--- src/rtl/instr_issue_if.sv ---
// instr_issue_if: host write port, run/flush controls and pipeline-facing issue outputs.
interface instr_issue_if #(
    parameter int DEPTH = 16
);
    logic                   wr_valid;
    logic [31:0]            wr_instr;
    logic                   wr_ready;
    logic                   run;
    logic                   flush;
    logic [31:0]            instr;
    logic                   issue_valid;
    logic                   bubble;
    logic [$clog2(DEPTH):0] fifo_count;
    logic [15:0]            issued_count;
    logic [15:0]            stall_count;
    modport master (
        output wr_valid, wr_instr, run, flush,
        input  wr_ready, instr, issue_valid, bubble, fifo_count, issued_count, stall_count
    );
    modport slave (
        input  wr_valid, wr_instr, run, flush,
        output wr_ready, instr, issue_valid, bubble, fifo_count, issued_count, stall_count
    );
endinterface

--- src/rtl/instr_issue_unit.sv ---
// instr_issue_unit: program FIFO feeding a 4-stage core, with RAW-hazard bubble insertion.
module instr_issue_unit #(
    parameter int          DEPTH         = 16,
    parameter int          HAZARD_WINDOW = 3,
    parameter logic [31:0] NOP_INSTR     = 32'h0000_007F
) (
    input logic          clk,
    input logic          rst,
    instr_issue_if.slave bus
);
    localparam int AW = $clog2(DEPTH);

    logic [31:0]              mem_q [DEPTH];
    logic [AW-1:0]            rd_ptr_q, wr_ptr_q;
    logic [AW:0]              count_q, count_d;
    logic [HAZARD_WINDOW-1:0] hv_q, match;
    logic [4:0]               hrd_q [HAZARD_WINDOW];
    logic [31:0]              instr_q, head;
    logic                     valid_q, bubble_q;
    logic [15:0]              issued_q, stall_q;
    logic [6:0]               op;
    logic [4:0]               rs1, rs2;
    logic                     empty, hazard, issue, stall, push, writer;

    assign head   = mem_q[rd_ptr_q];
    assign op     = head[6:0];
    assign rs1    = head[15:11];
    assign rs2    = head[20:16];
    assign writer = op == 7'd0 || op == 7'd1 || op == 7'd2 || op == 7'd4;

    for (genvar i = 0; i < HAZARD_WINDOW; i++) begin : g_haz
        assign match[i] = hv_q[i] && (hrd_q[i] == rs1 || hrd_q[i] == rs2);
    end

    assign hazard = |match;
    assign empty  = count_q == '0;
    assign stall  = bus.run && !empty && hazard;
    assign issue  = bus.run && !empty && !hazard;
    // Full refuses writes even when a pop happens in the same cycle.
    assign bus.wr_ready = count_q < (AW+1)'(DEPTH) && !bus.flush;
    assign push         = bus.wr_valid && bus.wr_ready;

    always_comb count_d = count_q + (AW+1)'(push) - (AW+1)'(issue);

    always_ff @(posedge clk) begin
        if (push) mem_q[wr_ptr_q] <= bus.wr_instr;
    end

    always_ff @(posedge clk) begin
        hrd_q[0] <= rs1;
        for (int i = 1; i < HAZARD_WINDOW; i++) hrd_q[i] <= hrd_q[i-1];
    end

    always_ff @(posedge clk) begin
        if (rst || bus.flush) begin
            rd_ptr_q <= '0;
            wr_ptr_q <= '0;
            count_q  <= '0;
            hv_q     <= '0;
            instr_q  <= NOP_INSTR;
            valid_q  <= 1'b0;
            bubble_q <= 1'b0;
        end else begin
            if (push) wr_ptr_q <= wr_ptr_q + AW'(1);
            if (issue) rd_ptr_q <= rd_ptr_q + AW'(1);
            count_q  <= count_d;
            hv_q[0]  <= issue && writer;
            for (int i = 1; i < HAZARD_WINDOW; i++) hv_q[i] <= hv_q[i-1];
            instr_q  <= issue ? head : NOP_INSTR;
            valid_q  <= issue;
            bubble_q <= stall;
        end
    end

    // Counters survive flush and saturate instead of wrapping.
    always_ff @(posedge clk) begin
        if (rst) begin
            issued_q <= '0;
            stall_q  <= '0;
        end else if (!bus.flush) begin
            if (issue && issued_q != 16'hFFFF) issued_q <= issued_q + 16'd1;
            if (stall && stall_q != 16'hFFFF) stall_q <= stall_q + 16'd1;
        end
    end

    assign bus.instr        = instr_q;
    assign bus.issue_valid  = valid_q;
    assign bus.bubble       = bubble_q;
    assign bus.fifo_count   = count_q;
    assign bus.issued_count = issued_q;
    assign bus.stall_count  = stall_q;
endmodule

--- src/flat_wrapper.sv ---
// flat-port wrapper written by rule: the top's interface ports become plain ports
module instr_issue_unit_flat 
#(
    parameter int          DEPTH         = 16,
    parameter int          HAZARD_WINDOW = 3,
    parameter logic [31:0] NOP_INSTR     = 32'h0000_007F
)
  (clk, rst, bus_wr_valid, bus_wr_instr, bus_run, bus_flush, bus_wr_ready, bus_instr, bus_issue_valid, bus_bubble, bus_fifo_count, bus_issued_count, bus_stall_count);
  instr_issue_if #(.DEPTH(DEPTH)) bus_i ();
  input logic clk;
  input logic rst;
  input wire logic [$bits(bus_i.wr_valid)-1:0] bus_wr_valid;
  input wire logic [$bits(bus_i.wr_instr)-1:0] bus_wr_instr;
  input wire logic [$bits(bus_i.run)-1:0] bus_run;
  input wire logic [$bits(bus_i.flush)-1:0] bus_flush;
  output wire logic [$bits(bus_i.wr_ready)-1:0] bus_wr_ready;
  output wire logic [$bits(bus_i.instr)-1:0] bus_instr;
  output wire logic [$bits(bus_i.issue_valid)-1:0] bus_issue_valid;
  output wire logic [$bits(bus_i.bubble)-1:0] bus_bubble;
  output wire logic [$bits(bus_i.fifo_count)-1:0] bus_fifo_count;
  output wire logic [$bits(bus_i.issued_count)-1:0] bus_issued_count;
  output wire logic [$bits(bus_i.stall_count)-1:0] bus_stall_count;
  assign bus_i.wr_valid = bus_wr_valid;
  assign bus_i.wr_instr = bus_wr_instr;
  assign bus_i.run = bus_run;
  assign bus_i.flush = bus_flush;
  assign bus_wr_ready = bus_i.wr_ready;
  assign bus_instr = bus_i.instr;
  assign bus_issue_valid = bus_i.issue_valid;
  assign bus_bubble = bus_i.bubble;
  assign bus_fifo_count = bus_i.fifo_count;
  assign bus_issued_count = bus_i.issued_count;
  assign bus_stall_count = bus_i.stall_count;
  instr_issue_unit #(.DEPTH(DEPTH), .HAZARD_WINDOW(HAZARD_WINDOW), .NOP_INSTR(NOP_INSTR)) u_core (.clk(clk), .rst(rst), .bus(bus_i));
endmodule
--- config.mk ---
export PLATFORM = sky130hd
export DESIGN_NAME = instr_issue_unit_flat
export DESIGN_NICKNAME = d
export VERILOG_FILES = /design/src/rtl/instr_issue_if.sv /design/src/rtl/instr_issue_unit.sv /design/src/flat_wrapper.sv
export SDC_FILE = /design/constraint.sdc
export NUM_CORES = 1
export LEC_CHECK = 0
export CAP_MARGIN = 20
export CELL_PAD_IN_SITES_DETAIL_PLACEMENT = 2
export CELL_PAD_IN_SITES_GLOBAL_PLACEMENT = 2
export CORE_MARGIN = 4
export CORE_UTILIZATION = 45
export CTS_BUF_LIST = sky130_fd_sc_hd__clkbuf_4 sky130_fd_sc_hd__clkbuf_8
export DETAILED_ROUTE_END_ITERATION = 10
export PLACE_DENSITY = 0.88
export SKIP_LAST_GASP = 1
export SYNTH_ARGS = -nofsm -noshare
export SYNTH_HDL_FRONTEND = slang
export SYNTH_SLANG_ARGS = --single-unit
--- constraint.sdc ---
create_clock -name clk -period 6.4 [get_ports clk]
set_input_delay 0.96 -clock clk [delete_from_list [all_inputs] [get_ports clk]]
set_output_delay 0.96 -clock clk [all_outputs]
set_load 0.01 [all_outputs]
==> results.toml <==
[run_status]
status = "finished clean"

[synth]
synth_edf_count = 512
yosys_warnings = 0
yosysMostFrequentCell = "edfxtp_1"
yosysTopAreaCellShare_pct = 64.6
synth.area.top_cells = "edfxtp_1 (65%), mux4_2 (13%), dfxtp_1 (8.5%)"
syn_area_sq_um = 23800
ys_seq_area_share_pct = 73.0
synthTopCellsByCount = "edfxtp_1 (512), mux4_2 (140), dfxtp_1 (101)"
async_reset_ff_share_pct = 0
syn_avg_cell_area_sq_um = 19.2
synth_top_cell_by_area = "edfxtp_1"
synth_cell_type_count = 57
synthesis.nets = 1294
ys_ff_latch = 613
syn_inst = 1243
synth-main-ff-cell = "edfxtp_1"

[placement]
gp_congestion = 0.776
post-place-ws_ns = 0.959
place.detailed.hpwl_microns = 41500
port_buffers = 108

[clock_tree]
cts_buffers = 102
htreeDepth = 3
clockBufferDepth = 3
cts.sinks = 613
clk_latency_ns = 0.75
clockRootBuffer = "clkbuf_8"
hold_buffers = 0
cts_tree = "done"
post_cts_resized = 0
cts.clk_slew.worst_paths_ns = 0.06
postCtsSetupBuffers = 0

[sta]
hold_viol = 0
slew_violations = 0
setup_tns_ns = 0
fmax_mhz = 183
holdWs_ns = 0.362
rsz0062_at_grt = "no"
setup_viol = 0
fin_ws_ns = 0.947
relSlewSlack_pct = 27.8
clock_skew_ns = 0.0679
fin_crit_ns = 5.45
tightest_slew_ns = 1.08
fin_crit_sh_pct = 85.2

[power_and_ir_drop]
vdd_drop_max_mv = 0.266
powerDensity_nw_per_um2 = 326
power.leakage_nw = 8.82

[setup_path]
crit_path_cell_trace = "mux2i_1 -> mux4_2 -> and3_1 -> a2111oi_0 -> o2111ai_1 -> o22ai_1 -> a31oi_2 -> nand3b_4 -> inv_1 -> ha_1 -> inv_1 -> ha_1 -> inv_1 -> fa_1 -> inv_1 -> a21oi_1 -> nor2_1 -> or3_1 -> a21oi_1"
r2r_end = "u_core.bus.fifo_count[4]"
worstPathArrival_ns = 6.06
cp-start-kind = "flop"
rrSetupSlack_ns = 0.95
cpLargestDelayFamily = "compound AO/OA/AOI/OAI gates"
crit_top_cell = "inv_1"
critPathKind = "flop to flop"
reg2reg_depth = 19
required_ns = 7.00
slowest_delay_ns = 0.97
end_kind = "flop"
cp_max_fo = 55
critPathBufInv = 4
slowest_stage = "dfxtp_4"

[global_route]
antenna_found_initial = 4
grt_pass1_vias = 14500
gr-total-overflow = 0
grt_use_total_pct = 26.1
grt_max_degree = 60
grt_pass1_wl_microns = 107000

[routing]
drt_iter0_drc = 1426
wl_met2_microns = 38200
ant_nets = 0
via_count = 13100
postRouteWirelength_microns = 74300
drc_errors = 0
wl_met1_microns = 29100
wire_per_inst_microns = 33.8
drt-pass1-iter-count = 5
routed.top_layer = "met5"
wl_met3_microns = 4540
viasPerCell = 5.96

[min_path]
min_from = "u_core.hrd_q[0][7]"
hold_path_depth = 0
min_to = "u_core.hrd_q[0][12]"
min_path_type = "flop to flop"

[floorplan]
core_region_area_sq_um = 52400
dieArea_sq_um = 56700
rows = 84
start_util_pct = 45.4
ios = 109
die_w_microns = 238
die_h_microns = 238

[cells_and_area]
final_util_pct = 53.1
synthToLayoutAreaGrowth_pct = 16.9
finalNetCount = 1473
drive_gt1_share_pct = 26.0

[job]
maxCapViolCount = 0
==> sequential cells by signal, indices dropped and copies added (netlist names), named ones only <==
name / cells
u_core.rd_ptr_q: 4
u_core.bus.issue_valid: 1
u_core.bus.fifo_count: 5
u_core.bus.stall_count: 16
u_core.hrd_q: 15
u_core.wr_ptr_q: 4
u_core.bus.bubble: 1
u_core.bus.issued_count: 16
u_core.mem_q: 512
u_core.hv_q: 3
u_core.bus.instr: 32
==> power by group <==
group	internal [W]	total (W)	switching (W)
clock network	0.00188	0.00362	0.00175
registers	0.00441	0.00451	0.000100
logic	0.000443	0.000944	0.000501
total	0.00673	0.00907	0.00235
==> worst reg2reg max path, stage by stage, from the launching register on <==
cell and delay (ns):
dfxtp_4 0.97, mux2i_1 0.23, mux4_2 0.57, and3_1 0.21, a2111oi_0 0.68, o2111ai_1 0.28, o22ai_1 0.35, a31oi_2 0.19
nand3b_4 0.32, inv_1 0.07, ha_1 0.27, inv_1 0.04, ha_1 0.18, inv_1 0.08, fa_1 0.17, inv_1 0.06
a21oi_1 0.14, nor2_1 0.06, or3_1 0.33, a21oi_1 0.16
==> layout by cell type (no fill, tap or decap), drive strengths merged, types with 2 or more instances in the layout <==
master / instances
nand2b: 11
edfxtp: 512
a31o: 5
ha: 13
o31ai: 5
nor2: 61
o21ai: 6
nor3: 17
diode: 3
a22o: 2
clkdlybuf4s50: 107
nand2: 26
xnor2: 20
or3: 12
mux2: 19
dfxtp: 101
nand3: 18
inv: 25
nor4: 8
and3: 9
mux4: 140
and2: 33
or2: 2
a22oi: 6
nand3b: 2
nand4: 6
clkinv: 35
a21oi: 20
xor2: 17
buf: 28
nor2b: 21
mux2i: 49
o2111ai: 2
a21o: 2
clkbuf: 147
o211ai: 2
or4: 5
==> area by class of cell <==
cell class | count | area (sq um)
well taps | 688 | 861
diodes | 3 | 7.51
flip-flops and latches | 613 | 17400
multi-input cells | 550 | 6140
fillers | 4448 | 24600
inverters | 20 | 76.3
repair buffers | 135 | 1280
clock buffers | 147 | 1800
clock inverters | 41 | 267
==> cells by family (layout without fill, tap and decap cells) <==
logic type / count (synthesis) / count (layout) / share of synthesized area, %
buffers and inverters: 80 / 343 / 1.66
AND/OR/NAND/NOR: 233 / 233 / 5.21
XOR/XNOR: 37 / 37 / 1.36
AO/OA/AOI/OAI: 57 / 57 / 1.72
other: 0 / 3 / 0
flip-flops: 613 / 613 / 73.0
adder cells (fa/ha/maj): 15 / 15 / 0.809
multiplexers: 208 / 208 / 16.2
==> stage by stage <==
stage	total power (W)	area [sq um]	cells
after CTS	0.00914	27800	2194
after floorplan	0.00514	23800	1243
final	0.00907	27800	2197
after global placement	0.00543	25800	2006
after global routing	0.00940	27800	2196
after detailed placement	0.00551	25800	2006
==> metal layers <==
| layer | vias up | global-route usage [%] |
|---|---|---|
| li1 | 5330 | - |
| met1 | 7027 | 33.0 |
| met2 | 603 | 45.1 |
| met3 | 140 | 5.74 |
| met4 | 2 | 8.41 |
| met5 | - | 0 |
==> worst max path at each step <==
stage | slack (ns) | from | cells past startpoint | to
2_1_floorplan | 1.97 | bus_flush | 5 | u_core.mem_q[3][0]
3_3_place_gp | 1.55 | flop | 18 | u_core.bus.fifo_count[4]
3_5_place_dp | 0.96 | flop | 19 | u_core.bus.fifo_count[4]
4_1_cts | 0.96 | flop | 19 | u_core.bus.fifo_count[4]
5_1_grt | 0.65 | flop | 19 | u_core.bus.fifo_count[4]
6_report | 0.95 | flop | 19 | u_core.bus.fifo_count[4]
(Power assumes the default switching activity.)
